## src/rtl/uart_pkg.sv

```systemverilog
// uart_pkg: shared definitions for the oversampling UART receiver.
//   rx_state_t  - receiver FSM state encoding (also visible on the debug port)
//   PARITY_*    - values accepted by the PARITY parameter
//   calc_div    - clocks per oversample tick (integer division)
package uart_pkg;

  typedef enum logic [2:0] {
    ST_IDLE   = 3'd0,
    ST_START  = 3'd1,
    ST_DATA   = 3'd2,
    ST_PARITY = 3'd3,
    ST_STOP   = 3'd4
  } rx_state_t;

  localparam int PARITY_NONE = 0;
  localparam int PARITY_ODD  = 1;
  localparam int PARITY_EVEN = 2;

  function automatic int calc_div(input int clk_freq, input int baud, input int os);
    return clk_freq / (baud * os);
  endfunction

endpackage

```

## src/rtl/uart_rx_fifo.sv

```systemverilog
// uart_rx_fifo: synchronous FIFO holding completed receive frames.
//   clk, reset_n  - clock, asynchronous active-low reset
//   push          - write request; accepted when not full, or when full with a pop
//   push_data     - entry to write
//   pop           - read request; ignored while empty
//   rd_data       - head entry, forced to 0 while empty
//   full, empty   - occupancy flags
//   count         - number of stored entries (0..DEPTH)
module uart_rx_fifo #(
  parameter int WIDTH = 11,
  parameter int DEPTH = 4
) (
  input  logic                     clk,
  input  logic                     reset_n,
  input  logic                     push,
  input  logic [WIDTH-1:0]         push_data,
  input  logic                     pop,
  output logic [WIDTH-1:0]         rd_data,
  output logic                     full,
  output logic                     empty,
  output logic [$clog2(DEPTH):0]   count
);

  localparam int PTR_W = $clog2(DEPTH);
  localparam int CNT_W = PTR_W + 1;

  logic [WIDTH-1:0] mem [DEPTH];
  logic [PTR_W-1:0] wr_ptr;
  logic [PTR_W-1:0] rd_ptr;
  logic             do_push;
  logic             do_pop;

  assign full    = (count == CNT_W'(DEPTH));
  assign empty   = (count == '0);
  assign do_pop  = pop && !empty;
  // When full, the slot being written is the one popped this same cycle.
  assign do_push = push && (!full || pop);
  assign rd_data = empty ? '0 : mem[rd_ptr];

  always_ff @(posedge clk) begin
    if (do_push) mem[wr_ptr] <= push_data;
  end

  // Pointers wrap naturally because DEPTH is a power of two.
  always_ff @(posedge clk or negedge reset_n) begin
    if (!reset_n) begin
      wr_ptr <= '0;
      rd_ptr <= '0;
      count  <= '0;
    end else begin
      if (do_push) wr_ptr <= wr_ptr + PTR_W'(1);
      if (do_pop)  rd_ptr <= rd_ptr + PTR_W'(1);
      count <= count + CNT_W'(do_push) - CNT_W'(do_pop);
    end
  end

endmodule

```

## src/rtl/uart_rx_os.sv

```systemverilog
// uart_rx_os: oversampling UART receiver with majority-vote bit sampling,
// false-start rejection, parity/framing/break flags and an output FIFO.
//   clk, reset_n   - clock, asynchronous active-low reset
//   rx             - serial line, asynchronous, idle high
//   rx_data        - head-of-FIFO data, LSB first received
//   rx_parity_err  - head entry parity mismatch
//   rx_frame_err   - head entry had a low stop sample
//   rx_break       - head entry is a break
//   rx_valid       - FIFO not empty
//   rx_ready       - consumer takes the head entry on rx_valid && rx_ready
//   overrun        - one-clk pulse when a completed frame is dropped
//   rts_n          - 0 = peer may transmit; 1 once fill reaches RTS_THRESH
//   fsm_state      - receiver FSM state (debug)
// Handshake: an entry transfers on every clk where rx_valid && rx_ready; the
// head entry and its flags hold steady while rx_valid && !rx_ready.
module uart_rx_os
  import uart_pkg::*;
#(
  parameter int CLK_FREQ   = 12000000,
  parameter int BAUD_RATE  = 115200,
  parameter int OVERSAMPLE = 8,
  parameter int DATA_BITS  = 8,
  parameter int PARITY     = 0,
  parameter int STOP_BITS  = 1,
  parameter int FIFO_DEPTH = 4,
  parameter int RTS_THRESH = FIFO_DEPTH - 1
) (
  input  logic                 clk,
  input  logic                 reset_n,
  input  logic                 rx,
  output logic [DATA_BITS-1:0] rx_data,
  output logic                 rx_parity_err,
  output logic                 rx_frame_err,
  output logic                 rx_break,
  output logic                 rx_valid,
  input  logic                 rx_ready,
  output logic                 overrun,
  output logic                 rts_n,
  output rx_state_t            fsm_state
);

  localparam int DIV     = calc_div(CLK_FREQ, BAUD_RATE, OVERSAMPLE);
  localparam int DIV_W   = (DIV > 1) ? $clog2(DIV) : 1;
  localparam int TC_W    = $clog2(OVERSAMPLE);
  localparam int BC_W    = $clog2(DATA_BITS);
  localparam int ENTRY_W = DATA_BITS + 3;
  localparam int CNT_W   = $clog2(FIFO_DEPTH) + 1;

  localparam logic [TC_W-1:0] SAMP_A  = TC_W'(OVERSAMPLE / 2 - 1);
  localparam logic [TC_W-1:0] SAMP_B  = TC_W'(OVERSAMPLE / 2);
  localparam logic [TC_W-1:0] SAMP_C  = TC_W'(OVERSAMPLE / 2 + 1);
  localparam logic [TC_W-1:0] TC_LAST = TC_W'(OVERSAMPLE - 1);

  // Synchroniser, reset to the idle level
  logic rx_meta, rx_sync;
  always_ff @(posedge clk or negedge reset_n) begin
    if (!reset_n) begin
      rx_meta <= 1'b1;
      rx_sync <= 1'b1;
    end else begin
      rx_meta <= rx;
      rx_sync <= rx_meta;
    end
  end

  // Free-running oversample tick
  logic [DIV_W-1:0] div_cnt;
  logic             tick;
  assign tick = (div_cnt == DIV_W'(DIV - 1));
  always_ff @(posedge clk or negedge reset_n) begin
    if (!reset_n)  div_cnt <= '0;
    else if (tick) div_cnt <= '0;
    else           div_cnt <= div_cnt + DIV_W'(1);
  end

  rx_state_t              state, state_next;
  logic [TC_W-1:0]        tick_cnt;
  logic [BC_W-1:0]        bit_cnt;
  logic [DATA_BITS-1:0]   shift;
  logic                   s_a, s_b;
  logic                   par_err, frame_err, par_bit;
  logic                   armed;
  logic                   decide, bit_end, maj;
  logic                   commit;
  logic                   frame_err_now, brk;
  logic [ENTRY_W-1:0]     push_data;

  assign decide  = tick && (tick_cnt == SAMP_C);
  assign bit_end = tick && (tick_cnt == TC_LAST);
  // The third sample is the live synchronised line on the decision tick.
  assign maj     = (s_a & s_b) | (s_a & rx_sync) | (s_b & rx_sync);
  assign fsm_state = state;

  always_ff @(posedge clk or negedge reset_n) begin
    if (!reset_n) state <= ST_IDLE;
    else          state <= state_next;
  end

  always_comb begin
    state_next = state;
    commit     = 1'b0;
    case (state)
      ST_IDLE:   if (tick && !rx_sync && armed) state_next = ST_START;
      ST_START: begin
        if (decide && maj) state_next = ST_IDLE;
        else if (bit_end)  state_next = ST_DATA;
      end
      ST_DATA: begin
        if (bit_end && bit_cnt == BC_W'(DATA_BITS - 1))
          state_next = (PARITY != PARITY_NONE) ? ST_PARITY : ST_STOP;
      end
      ST_PARITY: if (bit_end) state_next = ST_STOP;
      ST_STOP: begin
        // Commit on the final stop decision, not at the end of the bit.
        if (decide && bit_cnt == BC_W'(STOP_BITS - 1)) begin
          state_next = ST_IDLE;
          commit     = 1'b1;
        end
      end
      default:   state_next = ST_IDLE;
    endcase
  end

  // Bit timing, sampling and frame assembly
  always_ff @(posedge clk or negedge reset_n) begin
    if (!reset_n) begin
      tick_cnt  <= '0;
      bit_cnt   <= '0;
      shift     <= '0;
      s_a       <= 1'b1;
      s_b       <= 1'b1;
      par_err   <= 1'b0;
      frame_err <= 1'b0;
      par_bit   <= 1'b0;
      armed     <= 1'b0;
    end else if (tick) begin
      if (state == ST_IDLE) begin
        if (!rx_sync && armed) begin
          // The detecting tick counts as tick 0 of the start bit.
          tick_cnt  <= TC_W'(1);
          bit_cnt   <= '0;
          par_err   <= 1'b0;
          frame_err <= 1'b0;
          par_bit   <= 1'b0;
        end else begin
          tick_cnt <= '0;
        end
        // Start detection re-arms only after the line is seen high.
        if (rx_sync) armed <= 1'b1;
      end else begin
        tick_cnt <= bit_end ? '0 : tick_cnt + TC_W'(1);
        if (tick_cnt == SAMP_A) s_a <= rx_sync;
        if (tick_cnt == SAMP_B) s_b <= rx_sync;
        if (decide) begin
          case (state)
            ST_START:  if (maj) armed <= 1'b0;
            ST_DATA:   shift <= {maj, shift[DATA_BITS-1:1]};
            ST_PARITY: begin
              par_bit <= maj;
              par_err <= (((^shift) ^ maj) != (PARITY == PARITY_ODD));
            end
            ST_STOP: begin
              if (!maj) frame_err <= 1'b1;
              if (commit) armed <= 1'b0;
            end
            default: ;
          endcase
        end
        if (bit_end) begin
          if (state == ST_DATA)
            bit_cnt <= (bit_cnt == BC_W'(DATA_BITS - 1)) ? '0 : bit_cnt + BC_W'(1);
          else if (state == ST_STOP)
            bit_cnt <= bit_cnt + BC_W'(1);
        end
      end
    end
  end

  // Frame flags include the stop sample being decided this cycle.
  assign frame_err_now = frame_err | !maj;
  assign brk = frame_err_now && (shift == '0) && ((PARITY == PARITY_NONE) || !par_bit);
  assign push_data = {brk, frame_err_now, par_err, shift};

  logic               pop, full, empty, push_ok;
  logic [ENTRY_W-1:0] head;
  logic [CNT_W-1:0]   fill, fill_next;

  assign pop     = rx_ready && !empty;
  assign push_ok = commit && (!full || pop);

  uart_rx_fifo #(
    .WIDTH (ENTRY_W),
    .DEPTH (FIFO_DEPTH)
  ) u_fifo (
    .clk       (clk),
    .reset_n   (reset_n),
    .push      (commit),
    .push_data (push_data),
    .pop       (pop),
    .rd_data   (head),
    .full      (full),
    .empty     (empty),
    .count     (fill)
  );

  assign rx_valid      = !empty;
  assign rx_data       = head[DATA_BITS-1:0];
  assign rx_parity_err = head[DATA_BITS];
  assign rx_frame_err  = head[DATA_BITS+1];
  assign rx_break      = head[DATA_BITS+2];

  // rts_n tracks the fill level as it will be after this cycle's push/pop.
  assign fill_next = fill + CNT_W'(push_ok) - CNT_W'(pop);

  always_ff @(posedge clk or negedge reset_n) begin
    if (!reset_n) begin
      overrun <= 1'b0;
      rts_n   <= 1'b1;
    end else begin
      overrun <= commit && full && !pop;
      rts_n   <= (fill_next >= CNT_W'(RTS_THRESH));
    end
  end

endmodule

```

## config.mk

```make
export PLATFORM = sky130hd
export DESIGN_NAME = uart_rx_os
export DESIGN_NICKNAME = d
export VERILOG_FILES = /design/src/rtl/uart_pkg.sv /design/src/rtl/uart_rx_fifo.sv /design/src/rtl/uart_rx_os.sv
export SDC_FILE = /design/constraint.sdc
export NUM_CORES = 1
export LEC_CHECK = 0
export ABC_AREA = 0
export CAP_MARGIN = 20
export CORE_MARGIN = 10
export CORE_UTILIZATION = 45
export CTS_CLUSTER_DIAMETER = 120
export CTS_CLUSTER_SIZE = 14
export DETAILED_ROUTE_END_ITERATION = 10
export GPL_TIMING_DRIVEN = 0
export SYNTH_ARGS = -nofsm -noshare
export SYNTH_HDL_FRONTEND = slang
export SYNTH_SLANG_ARGS = --single-unit
```

## constraint.sdc

```tcl
create_clock -name clk -period 2.8 [get_ports clk]
set_input_delay 0.42 -clock clk [delete_from_list [all_inputs] [get_ports clk]]
set_output_delay 0.42 -clock clk [all_outputs]
set_load 0.05 [all_outputs]
```

Yosys cells after proc, flatten, opt, wreduce, memory -nomap -nowiden
Memories as Yosys holds them, arrays and structs flattened. Index checks and enable logic that the tools add are counted.

Eq/ne operators: 21. Bitwise gates (word level): 8. Add/sub/neg operators: 8. Reductions and logical operators: 39. Shifts and indexed selects: 0. $mul: 0. Mux-type cells: 36. Divide/modulo/power cells: 0. $lt $le $gt $ge: 1.

Operators by type and width (count): $mux W3 (14); $eq A3 B3 Y1 const B (6); $mux W1 (18); $pmux W3 S5 (1); $logic_and A1 B1 Y1 (14); $reduce_and A4 Y1 (3); $mux W11 (1); $ne A2 B2 Y1 const B (5); $reduce_and A5 Y1 (2); $eq A3 B2 Y1 const B (3); $logic_not A3 Y1 (3); $ne A3 B3 Y1 const B (3); $logic_not A8 Y1 (1); $reduce_bool A2 Y1 (4); $reduce_xor A8 Y1 (1); $add A3 B1 Y3 const B (2); $reduce_and A3 Y1 (2); $reduce_and A6 Y1 (1); $reduce_bool A3 Y1 (2); $sub A3 B1 Y3 (2); $logic_not A1 Y1 (5); $add A2 B1 Y2 const B (2); $add A4 B1 Y4 const B (1); $eq A4 B4 Y1 const B (1); other kinds (11) (16).

Bits in read-only memories: 0. Output and inout port bits: 17. Bits of input ports: 4. Latch bits: 0. Memories kept: 1. Register bits: 37. Bits in writable memories: 44. Logic and storage cells: 131.

Memories: u_fifo.mem (words 4, bits a word 11, rd ports 1, clocked after Yosys merged registers in 0, write ports 1, RTL line uart_rx_fifo.sv:27) `logic [WIDTH-1:0] mem [DEPTH];`.

Logic depth before layout (Yosys ltp)
Gate-level depths: netlist (run 1).

Depth in word-level cells: 9. Gate-level depth with buffers: 12. Gate-level depth less buffers: 11.

By module
From an unflattened synthesis (run 1), not the netlist that was laid out.

Cells, all modules: 276. Area, all modules: 3829.9 µm².

Modules (own cells, without submodules): uart_rx_fifo (times used 1, area an instance 2082.0 µm², cells an instance 106, seq. area each 1496.4 µm²); uart_rx_os (times used 1, area an instance 1747.9 µm², cells an instance 170, seq. area each 757.0 µm²).

Worst setup path before layout (run 1)
No wires, ideal clock.

Path type: reg-to-reg. From: reg state[2] (netlist: fsm_state[2]). To: reg rts_n. Arrival time: 2.356 ns. Data required time: 2.721 ns. Clock period less this slack: 2.434 ns. Cell stages (with the launch flop): 10. Library setup time: 0.079 ns. Buffers on the path: 1. Path slack: 0.366 ns. Path through: dfrtp_1 -> buf_4 -> nor3b_2 -> nand4_1 -> nor3_4 -> ha_1 -> inv_1 -> ha_1 -> ha_1 -> o21ai_0.

Cells in the longest elaborated chain, start to end: 6.

RTL lines: from (decl) (RTL line uart_rx_os.sv:76) `rx_state_t state, state_next;`; from (signal assigned) (RTL line uart_rx_os.sv:96) `else state <= state_next;`; $eq A3 B3 Y1 (RTL line uart_rx_os.sv:102) `case (state)`; $mux W1 (RTL line uart_rx_os.sv:102); $logic_and A1 B1 Y1 (RTL line uart_rx_os.sv:189) `assign push_ok = commit && (!full || pop);`; via push_ok (RTL line uart_rx_os.sv:184) `logic pop, full, empty, push_ok;`; $add A3 B1 Y3 (RTL line uart_rx_os.sv:213) `assign fill_next = fill + CNT_W'(push_ok) - CNT_W'(pop);`; $sub A3 B1 Y3 (RTL line uart_rx_os.sv:213); $ge A3 B2 Y1 (RTL line uart_rx_os.sv:221) `rts_n <= (fill_next >= CNT_W'(RTS_THRESH));`; to (signal assigned) (RTL line uart_rx_os.sv:221); to (decl) (RTL line uart_rx_os.sv:38) `output logic rts_n,`.

The timed path passes the listed nets, and every way through them passes these cells. A chain may end at the register's enable or synchronous reset.

Worst setup path after layout (run 1)
From: reg u_fifo.count[1]. To: out rx_valid.

Cells in the longest elaborated chain, start to end: 2.

RTL lines: from (decl) (RTL line uart_rx_fifo.sv:21) `output logic [$clog2(DEPTH):0] count`; from (signal assigned) (RTL line uart_rx_fifo.sv:53) `count <= count + CNT_W'(do_push) - CNT_W'(do_pop);`; $logic_not A3 Y1 (RTL line uart_rx_fifo.sv:34) `assign empty = (count == '0);`; $logic_not A1 Y1 (RTL line uart_rx_os.sv:206) `assign rx_valid = !empty;`; to (decl) (RTL line uart_rx_os.sv:35) `output logic rx_valid,`.

No other way between the ends.

==> impl_results.md, run 1 <==
* Result of the run: complete, no violations
* Buffer levels on the longest clock path at 2
* First-pass GRT wire length at ~11000 um
* Synthesis-stage register bit count at 81
* Global route total overflow at 0
* Total area of multi-input combinational cells at 1321 um^2
* Total number of H-tree levels at 3
* Relative area change from synthesis to final layout at 14.83%
* Average routed wire per standard cell at 15.91 um
* Relative contribution of combinational cells to total power at 0.177
* CTS tree: yes
* Rows at 33
* Total count of hold-check failures in the final report at 0
* Global-route usage over all layers at 0.1084
* Cell type with the highest aggregate area in the netlist: edfxtp_1
* Most used flip-flop cell after synthesis: edfxtp_1
* Achievable clock frequency at 377.7 MHz
* Boundary pin count at 21
* Horizontal die dimension at 110.9 um
* Class of the tightest hold or removal check: in2async
* Pin count of the biggest net entering global routing at 38
* Required arrival time at the worst endpoint at 2.38 ns
* Sinks on the clock net at a little over 80
* 1st-pass router iterations at 4
* Maximum vdd ir drop at 0.0002730 V
* Final Core Density at 0.5252
* Post-Synthesis Cells at 258
* DRC at 0
* Net Count, Synth at approximately 290
* Initial core utilization at 0.4573
* Sequential cell area at 2253 um^2
* Area of the die at 12300 um^2
* Total number of vias at approximately 2000
* Worst skew pair latency at 0.35 ns
* Cell types with the largest area share after synthesis: edfxtp_1 36%, dfrtp_1 22%, ha_1 8.1%, mux4_2 6.7%, dfstp_2 3.5%
* Placer's final routability congestion estimate at 0.7607
* Setup Crit Path Kind: reg2out
* Worst slew margin at 0.4185
* Post-synthesis xor/xnor area fraction at 0.02590
* Final setup violating endpoints at 0
* Post-route setup TNS at 0 ns
* Share of cells above drive strength 1 at 0.1588
* Total leakage power at 1.805 nW
* Filler Cell Count at 708
* Number of distinct library cells after synthesis at 43
* Asr flop ratio synth at 0.4568
* Nature of the critical path startpoint: flip-flop
* Number of antenna violations at the first check in global routing at 0
* Clk pwr share at 0.337
* Maximum fanout along the worst path at 10
* Combinational family with the most area after synthesis: multiplexers
* Number of design-rule violations left by the first detailed-router iteration at 56
* Slew of the pin with the lowest slew margin at 0.8656 ns
* HPWL after detailed placement at 4364 um
* Reg clk slew, reported paths at 0.09 ns
* Overall routed net length at 6378 um
* Total standard cell area after synthesis at 3720 um^2
* Num CTS Buffers at 9
* Count of hold-fix buffers inserted at cts at 0
* Fraction of power spent switching nets at 0.2791
* Number of max-cap violations at 0
* Clock tree skew after final layout at ~0.011 ns
* Number of global-route vias before repair at 2081
* Clock root buffer: clkbuf_8
* Vertical die dimension at 110.9 um
* Internal cell power at 2.006 mW
* Unrepaired setup endpoints after global routing: no
* Vias per cell at 5.057
* Power Density at 651.6 nW/um^2
* Antenna diode count at 0
* Net Sw Power at 776.9 uW
* Compound-Gate Fraction of Synth Area at 0.04776
* Part of the Yosys area used for sequential elements at 0.6058
* # port buffers at 20
* Antenna Nets Post-Route at 0
* Yosys Warn Count at 0
* Count of nets after finishing at 319
* Final worst path period share at 0.9455
* Worst-case hold slack at 0.1656 ns
* Post-layout min period at roughly 2.6 ns
* Number of synthesized flops with an enable pin at 44
* Worst setup EP type: output port
* Sequential power share at 0.486
* Area of the core region at 8134 um^2
* Synth Area per Inst at about 14 um^2
* Share of the synthesized area in the top cell type at 0.3552
* Worst EP arrival at 2.23 ns
* Arithmetic-cell share of the synthesized area counting full adders, half adders and majority gates at 0.08073
* Fraction of synthesized area in multiplexers at 0.1083
* Count of pins over their slew limit at 0
* Simple-Gate Fraction of Synth Area at 0.09250
## timing repair
action                     4_1_cts  5_1_grt
setup endpoints to repair        9       44
pin swaps                        0        1
gates resized for setup         11        0
setup buffers                    0        2
## state kept, by name, indices dropped and copies added (netlist names)
register       flops
armed              1
bit_cnt            3
div_cnt            4
frame_err          1
fsm_state          3
overrun            1
par_err            1
rts_n              1
rx_meta            1
rx_sync            1
s_a                1
s_b                1
shift              8
tick_cnt           3
u_fifo.count       3
u_fifo.mem        44
u_fifo.rd_ptr      2
u_fifo.wr_ptr      2
## stage by stage
stage | area [um^2] | instances | power (mW) | setup slack, ns
2_1_floorplan | 3720 | 258 | 1.729 | 0.3658
3_3_place_gp | 4051 | 383 | 1.881 | 0.09681
3_5_place_dp | 4046 | 383 | 1.882 | 0.08722
4_1_cts | 4257 | 399 | 2.822 | 0.08603
5_1_grt | 4272 | 401 | 2.916 | 0.01125
6_report | 4272 | 401 | 2.783 | 0.1526
## power groups by stage
stage	Sequential [mW]	Combinational (mW)	Clock (mW)
3_3_place_gp	1.38	0.504	0
2_1_floorplan	1.40	0.331	0
5_1_grt	1.36	0.547	1.01
6_report	1.35	0.492	0.939
4_1_cts	1.35	0.507	0.964
3_5_place_dp	1.38	0.505	0
## per-layer routing
metal,track usage,vias up,share of wire
met5,0,-,0
met3,0.03084,8,0.035
met4,0.03906,0,0.013
met2,0.1722,31,0.49
met1,0.1373,994,0.47
li1,-,995,-
## placed cells by master, fill, tap and decap left out, types with 3 or more instances in the layout
master	count
dlygate4sd2_1	9
o21ai_0	9
a21oi_1	5
dfrtp_1	32
xnor2_1	7
and2_1	16
buf_2	3
mux4_2	11
clkdlybuf4s50_1	10
nor3_1	3
xor2_1	4
buf_4	5
nand2_1	8
dfstp_2	5
nand2b_1	5
mux2i_1	11
edfxtp_1	44
nand3_1	4
clkbuf_8	9
ha_1	24
mux2_2	3
inv_1	24
nor2_1	6
## path summary, 6_finish.rpt
kind | end | startpoint | cells after the start | slack (ns)
min reg2reg | rx_sync | rx_meta | 0 | 0.36
min in group clk | rx_sync | rx_meta | 0 | 0.36
min | bit_cnt[1] | reset_n | 1 | 0.17
max in group asynchronous | shift[5] | reset_n | 1 | 2.10
max | rx_valid | u_fifo.count[1] | 3 | 0.15
max reg2reg | u_fifo.mem[3][6] | div_cnt[0] | 7 | 0.27
## area by class of cell
cell class,instances,share of cell area
clock buffer,10,0.02988
clock inverter,6,0.02109
inverter,24,0.02109
timing repair buffer,22,0.04657
multi-input combinational,145,0.3093
buffer,8,0.01377
sequential,81,0.5275
tap,105,0.03076
## Yosys cell counts, types with 5 or more instances
cell	count
nand2b_1	5
and2_1	16
xnor2_1	7
dfstp_2	5
o21ai_0	9
nor2_1	6
dfrtp_1	32
inv_1	24
mux4_2	11
nand2_1	8
ha_1	24
edfxtp_1	44
a21oi_1	5
mux2i_1	11
## critical path: stages, from the launching register on
cell and delay, ns:
dfrtp_1 0.41, or3_1 0.44, clkbuf_1 0.26, clkdlybuf4s50_1 0.76
## cell families (layout without fill, tap and decap cells)
kind of cell / after synthesis / in the layout
AND/OR/NAND/NOR: 56 / 56
flip-flops: 81 / 81
AO/OA/AOI/OAI: 28 / 28
multiplexers: 26 / 26
adder cells (fa/ha/maj): 24 / 24
buffers and inverters: 32 / 70
XOR/XNOR: 11 / 11
Power figures use the tool's default switching activity.
==> inputs of run 2 (changes only) <==
--- a/config.mk
+++ b/config.mk
@@ -6,13 +6,14 @@
 export NUM_CORES = 1
 export LEC_CHECK = 0
 export ABC_AREA = 0
-export CAP_MARGIN = 20
+export CAP_MARGIN = 10
 export CORE_MARGIN = 10
 export CORE_UTILIZATION = 45
 export CTS_CLUSTER_DIAMETER = 120
 export CTS_CLUSTER_SIZE = 14
 export DETAILED_ROUTE_END_ITERATION = 10
 export GPL_TIMING_DRIVEN = 0
+export MAX_ROUTING_LAYER = met4
 export SYNTH_ARGS = -nofsm -noshare
 export SYNTH_HDL_FRONTEND = slang
 export SYNTH_SLANG_ARGS = --single-unit
==> constraint.sdc (replaced) <==
create_clock -name clk -period 2.84 [get_ports clk]
set_input_delay 0.426 -clock clk [delete_from_list [all_inputs] [get_ports clk]]
set_output_delay 0.426 -clock clk [all_outputs]
set_load 0.05 [all_outputs]
==> run 2 against run 1 <==
  * Non-clock buffer count shrank 2
  * Global-route usage up 0.29 points
  * Sequential share of layout area up 0.19 points
  * Clock skew about the same
  * Largest cell class unchanged
  * Highest routed layer unchanged
==> impl_results.md, run 2 (synthesis results as in run 1) <==
* Result of the run: complete, no violations (unchanged)
* Register-to-register setup slack at 0.25 ns (was 0.27 ns)
* Overall routed net length at 6369 um (was 6378 um)
* Num CTS Buffers at 9 (unchanged)
* First-pass GRT wire length at 10900 um (unchanged)
* Total number of vias at 2040 (was 2028)
* Count of hold-fix buffers inserted at cts at 0 (unchanged)
* Kind of cell adding the most delay to the critical path: buffers and inverters (unchanged)
* Largest registers: u_fifo.mem x44, shift x8, div_cnt x4 (unchanged)
* Crit Reg-Reg Endpoint: u_fifo.mem[3][6] (unchanged)
* Flip-flop count of the largest register after layout at 44 (unchanged)
* Max incr delay on CP at 0.76 ns (about the same)
* DRC at 0 (unchanged)
* Area of the core region at 8134 um^2 (unchanged)
* Clock root buffer: clkbuf_8 (unchanged)
* Maximum vdd ir drop at 0.0002683 V (was 0.0002730 V)
* Source of the worst register-to-register timing path: div_cnt[0] (unchanged)
* Number of max-cap violations at 0 (unchanged)
* Global-route usage over all layers at 0.1113 (was 0.1084)
* Number of antenna violations at the first check in global routing at 0 (unchanged)
* Power Density at 643.6 nW/um^2 (was 651.6 nW/um^2)
* Unrepaired setup endpoints after global routing: no (unchanged)
* Number of design-rule violations left by the first detailed-router iteration at 71 (was 56)
* Net Sw Power at 761.1 uW (was 776.9 uW)
* Final setup violating endpoints at 0 (unchanged)
* Relative area change from synthesis to final layout at 14.43% (was 14.83%)
* Final Core Density at 0.5233 (was 0.5252)
* Worst EP arrival at 2.22 ns (was 2.23 ns)
* Final standard cell count with taps included and fillers excluded at 399 (was 401)
* Boundary pin count at 21 (unchanged)
* Fraction of power spent switching nets at 0.2778 (was 0.2791)
* Total leakage power at 1.795 nW (was 1.805 nW)
* Share of cells above drive strength 1 at 0.1531 (was 0.1588)
* # port buffers at 20 (unchanged)
* Rows at 33 (unchanged)
* Placed Cells at 383 (unchanged)
* Initial core utilization at 0.4573 (unchanged)
* Commonest cells after routing, fill and taps aside: 44 x edfxtp_1, 32 x dfrtp_1, 24 x inv_1, 24 x ha_1, 16 x and2_1 (unchanged)
* CP Buf/Inv Count at 2 (unchanged)
* Total setup buffers inserted after CTS at 0 (unchanged)
* Maximum fanout along the worst path at 10 (unchanged)
* Required arrival time at the worst endpoint at 2.41 ns (was 2.38 ns)
* Critical Path Slowest Stage Cell: clkdlybuf4s50_1 (unchanged)
* Post-layout min period at between 2 and 3 ns
* Achievable clock frequency at 377.8 MHz
* Filler Cell Count at 708 (unchanged)
* Area of the die at 12300 um^2 (unchanged)
* Most flops, register: u_fifo.mem (unchanged)
* 1st-pass router iterations at 4 (unchanged)
* Sinks on the clock net at 81 (unchanged)
* Global route total overflow at 0 (unchanged)
* Antenna diode count at 0 (unchanged)
* Clk pwr share at 0.336 (was 0.337)
* Post-route setup TNS at 0 ns (unchanged)
* Internal cell power at 1.978 mW (was 2.006 mW)
* CTS tree: yes (unchanged)
* Pin count of the biggest net entering global routing at 38 (unchanged)
* CP Depth at 3 (unchanged)
* Count of pins over their slew limit at 0 (unchanged)
* Average routed wire per standard cell at 15.96 um (was 15.91 um)
* Relative contribution of combinational cells to total power at 0.177 (about the same)
* Vertical die dimension at 110.9 um (unchanged)
* Count of nets after finishing at 317 (was 319)
* CP Cell Sequence: or3_1 > clkbuf_1 > clkdlybuf4s50_1 (unchanged)
* Slew of the pin with the lowest slew margin at 0.8518 ns (was 0.8656 ns)
* Total count of hold-check failures in the final report at 0 (unchanged)
* Worst slew margin at 0.4278 (was 0.4185)
* Setup Crit Path Kind: reg2out (unchanged)
* Reg clk slew, reported paths at 0.09 ns (about the same)
* Vias per cell at 5.113 (was 5.057)
* Buffer levels on the longest clock path at 2 (unchanged)
* Horizontal die dimension at 110.9 um (unchanged)
* Worst R2R Path Depth at 7 (unchanged)
* Number of global-route vias before repair at 2090 (was 2081)
* Clock tree skew after final layout at 0.01188 ns (was 0.01147 ns)
* Worst skew pair latency at 0.35 ns (about the same)
* Class of the tightest hold or removal check: in2async (unchanged)
* Worst setup EP type: output port (unchanged)
* Antenna Nets Post-Route at 0 (unchanged)
* Final worst path period share at 0.9321
* HPWL after detailed placement at 4364 um (unchanged)
* Total number of H-tree levels at 3 (unchanged)
* Nature of the critical path startpoint: flip-flop (unchanged)
* Most common cell after layout, fill and taps aside: edfxtp_1 (unchanged)
* Sequential power share at 0.486 (about the same)
* Placer's final routability congestion estimate at 0.7707 (was 0.7607)
-- run 2: timing repair --
item | in CTS | in global routing
pin swaps | 0 | 1
resized for setup | 11 | 0
setup endpoints to repair | 9 | 7
-- run 2: layout make-up --
cell class | count | area [um^2] | share of cell area
clock inverter | 6 | 90.09 | 0.02116
timing repair buffer | 20 | 183.9 | 0.04321
inverter | 24 | 90.09 | 0.02116
sequential | 81 | 2253 | 0.5294
multi-input combinational | 145 | 1321 | 0.3104
tap | 105 | 131.4 | 0.03086
clock buffer | 10 | 127.6 | 0.02998
buffer | 8 | 58.81 | 0.01382
-- run 2: worst max-delay path by stage --
| stage | from | endpoint |
|---|---|---|
| 4_1_cts | u_fifo.count[1] | rx_valid |
| 2_1_floorplan | fsm_state[2] | rts_n |
| 3_3_place_gp | rx_ready | rts_n |
| 3_5_place_dp | rx_ready | rts_n |
| 6_report | u_fifo.count[1] | rx_valid |
| 5_1_grt | div_cnt[0] | rts_n |
-- run 2: power groups by stage --
stage	registers (mW)	clock network (mW)	logic (mW)
floorplan	1.38	0	0.327
global placement	1.36	0	0.497
detailed placement	1.36	0	0.498
CTS	1.33	0.950	0.500
global route	1.34	0.994	0.539
finish	1.33	0.921	0.486
-- run 2: routing by layer --
| layer | part of all wire | up-vias | routed length [um] | global-route usage |
|---|---|---|---|---|
| li1 | - | 990 | - | - |
| met1 | 0.46 | 996 | 2952 | 0.1369 |
| met2 | 0.49 | 50 | 3110 | 0.1722 |
| met3 | 0.039 | 4 | 251 | 0.03084 |
| met4 | 0.0085 | 0 | 54 | 0.03906 |
| met5 | 0 | - | 0 | - |
-- run 2: metrics by stage --
stage	instance area [um^2]	hold slack (ns)	setup slack, ns	power (mW)
finish	4257	0.1791	0.1929	2.740
global placement	4051	0.3467	0.1308	1.855
global route	4257	0.2316	0.01136	2.875
CTS	4257	0.1992	0.1200	2.782
detailed placement	4046	0.3503	0.1212	1.856
floorplan	3720	0.1304	0.4058	1.704
==> inputs of run 3 (changes only) <==
==> constraint.sdc (replaced) <==
create_clock -name clk -period 3.4 [get_ports clk]
set_input_delay 0.51 -clock clk [delete_from_list [all_inputs] [get_ports clk]]
set_output_delay 0.51 -clock clk [all_outputs]
set_load 0.05 [all_outputs]
==> run 3 against run 2 <==
  * Flip-flop and latch count did not move
  * Non-clock buffer count did not move
  * Clock power fell by 17%
  * Sequential share of layout area fell by 0.093 points
  * Clock skew barely moved
  * Hold slack improved by 0.084 ns
  * Register-to-register slack improved by 0.49 ns
  * Sequential power fell by 17%
==> impl_results.md, run 3 (synthesis results as in run 1) <==
* Result of the run: complete, no violations (unchanged)
* Sequential power share at 0.487 (was 0.486)
* Worst setup EP type: output port (unchanged)
* Peak-usage layer in the global routing report: met2 (unchanged)
* Clock root buffer: clkbuf_8 (unchanged)
* Commonest cells after routing, fill and taps aside: 44 x edfxtp_1, 32 x dfrtp_1, 24 x inv_1, 24 x ha_1, 19 x clkdlybuf4s50_1 (was 44 x edfxtp_1, 32 x dfrtp_1, 24 x inv_1, 24 x ha_1, 16 x and2_1)
* Power Density at 536.4 nW/um^2 (was 643.6 nW/um^2)
* DRC at 0 (unchanged)
* Overall routed net length at 6374 um (was 6369 um)
* Area of the die at 12300 um^2 (unchanged)
* Flip-flop count of the largest register after layout at 44 (unchanged)
* Count of hold-fix buffers inserted at cts at 0 (unchanged)
* Global routing usage on met1 at 0.1369 (unchanged)
* Sinks on the clock net at 81 (unchanged)
* Final Core Density at 0.5242 (was 0.5233)
* Clock tree skew after final layout at 0.01187 ns (was 0.01188 ns)
* Number of global-route vias before repair at 2090 (unchanged)
* Largest registers: u_fifo.mem x44, shift x8, div_cnt x4 (unchanged)
* Global-route usage over all layers at 0.1113 (unchanged)
* Average routed wire per standard cell at 15.97 um (was 15.96 um)
* Setup Crit Path Kind: reg2out (unchanged)
* Vias per cell at 5.133 (was 5.113)
* Unrepaired setup endpoints after global routing: no (unchanged)
* Final worst path period share at 0.9132
* Number of antenna violations at the first check in global routing at 0 (unchanged)
* Total number of vias at 2048 (was 2040)
* # port buffers at 20 (unchanged)
* Internal cell power at 1.652 mW (was 1.978 mW)
* Relative contribution of combinational cells to total power at 0.177 (about the same)
* Most common cell after layout, fill and taps aside: edfxtp_1 (unchanged)
* Area of the core region at 8134 um^2 (unchanged)
* First-pass GRT wire length at 10900 um (unchanged)
* Final setup violating endpoints at 0 (unchanged)
* Fraction of power spent switching nets at 0.2779 (was 0.2778)
* Nature of the critical path startpoint: flip-flop (unchanged)
* Reg clk slew, reported paths at 0.09 ns (about the same)
* Total setup buffers inserted after CTS at 0 (unchanged)
* Required arrival time at the worst endpoint at 2.89 ns (was 2.41 ns)
* Worst slew margin at 0.4278 (unchanged)
* Antenna Nets Post-Route at 0 (unchanged)
* Critical Path Slowest Stage Cell: clkdlybuf4s50_1 (unchanged)
* Relative area change from synthesis to final layout at 14.63% (was 14.43%)
* Number of max-cap violations at 0 (unchanged)
* Post-route setup TNS at 0 ns (unchanged)
* Met3 layer usage reported by global route at 0.03084 (unchanged)
* Post-layout min period at 3.105 ns
* Total number of H-tree levels at 3 (unchanged)
* Number of design-rule violations left by the first detailed-router iteration at 70 (was 71)
* Kind of cell adding the most delay to the critical path: buffers and inverters (unchanged)
* Final standard cell count with taps included and fillers excluded at 399 (unchanged)
* Antenna diode count at 0 (unchanged)
* CTS tree: yes (unchanged)
* Class of the tightest hold or removal check: in2async (unchanged)
* Most flops, register: u_fifo.mem (unchanged)
* Worst EP arrival at 2.59 ns (was 2.22 ns)
* Buffer levels on the longest clock path at 2 (unchanged)
* Global route total overflow at 0 (unchanged)
* Net Sw Power at 635.7 uW (was 761.1 uW)
* Count of nets after finishing at 317 (unchanged)
* Maximum vdd ir drop at 0.0002241 V (was 0.0002683 V)
* Achievable clock frequency at 322.1 MHz
* Maximum fanout along the worst path at 10 (unchanged)
* Count of pins over their slew limit at 0 (unchanged)
* Slew of the pin with the lowest slew margin at 0.8518 ns (unchanged)
* Placed Cells at 383 (unchanged)
* Worst skew pair latency at 0.35 ns (about the same)
* Clk pwr share at 0.336 (about the same)
* Met2 Resource Use GR at 0.1722 (unchanged)
* Placer's final routability congestion estimate at 0.7707 (unchanged)
* Total leakage power at 1.754 nW (was 1.795 nW)
* Share of cells above drive strength 1 at 0.1497 (was 0.1531)
* Vertical die dimension at 110.9 um (unchanged)
* Horizontal die dimension at 110.9 um (unchanged)
* Total count of hold-check failures in the final report at 0 (unchanged)
* Rows at 33 (unchanged)
* Pin count of the biggest net entering global routing at 38 (unchanged)
* CP Buf/Inv Count at 2 (unchanged)
* Total of cells resized after clock tree synthesis at 0 (was 11)
* CP Cell Sequence: buf_2 > mux4_2 > and2_1 > clkdlybuf4s50_1 (was or3_1 > clkbuf_1 > clkdlybuf4s50_1)
* Num CTS Buffers at 9 (unchanged)
* Max incr delay on CP at 0.70 ns (was 0.76 ns)
* HPWL after detailed placement at 4364 um (unchanged)
* Boundary pin count at 21 (unchanged)
* 1st-pass router iterations at 4 (unchanged)
* Initial core utilization at 0.4573 (unchanged)
## run 3: cell count changes in the layout (fill, tap and decap cells not counted), sizes merged
cell and delta:
dlygate4sd2 -9, clkdlybuf4s50 +9
## run 3: layout make-up
class	count	area, um^2
Buffer	8	55.05
Multi-Input combinational cell	145	1321
Tap cell	105	131.4
Inverter	24	90.09
Timing Repair Buffer	20	195.2
Clock inverter	6	90.09
Clock buffer	10	127.6
Fill cell	701	3870
Sequential cell	81	2253
## run 3: worst register-to-register path, delay by kind of cell, from the launching register on
family / cells / cell delay, ns
DFF: 1 / 0.42
adders and majority gates: 1 / 0.20
buffers and inverters: 2 / 0.24
and+or+nand+nor: 4 / 1.44
## run 3: path summary, 6_finish.rpt
check                                 start                to  slack [ns]  depth (start not counted)
max                        u_fifo.rd_ptr[0]     rx_parity_err        0.30                          4
min                                 reset_n        bit_cnt[1]        0.26                          1
max reg2reg                      div_cnt[0]  u_fifo.mem[3][4]        0.74                          7
min reg2reg                         rx_meta           rx_sync        0.36                          0
max in group asynchronous           reset_n          shift[5]        2.60                          1
min in group clk                    rx_meta           rx_sync        0.36                          0
## run 3: metal layers
metal,up-vias,share of wire
met4,0,0.0085
li1,990,-
met1,1002,0.46
met5,-,0
met3,4,0.040
met2,52,0.49
## run 3: power by group through the flow
stage               combinational [mW]  clock (mW)  sequential [mW]
floorplan                        0.273           0             1.15
global placement                 0.415           0             1.13
detailed placement               0.416           0             1.13
CTS                              0.417       0.793             1.11
global route                     0.450       0.830             1.12
finish                           0.405       0.769             1.11
## run 3: stage by stage
| step | total power [mW] | hold slack (ns) | instance area, um^2 | setup WS (ns) |
|---|---|---|---|---|
| 5_1_grt | 2.400 | 0.3156 | 4264 | 0.1090 |
| 6_report | 2.287 | 0.2634 | 4264 | 0.2952 |
| 4_1_cts | 2.323 | 0.2832 | 4264 | 0.2323 |
| 2_1_floorplan | 1.424 | 0.2144 | 3720 | 0.9658 |
| 3_5_place_dp | 1.550 | 0.3503 | 4046 | 0.5972 |
| 3_3_place_gp | 1.549 | 0.3467 | 4051 | 0.6068 |
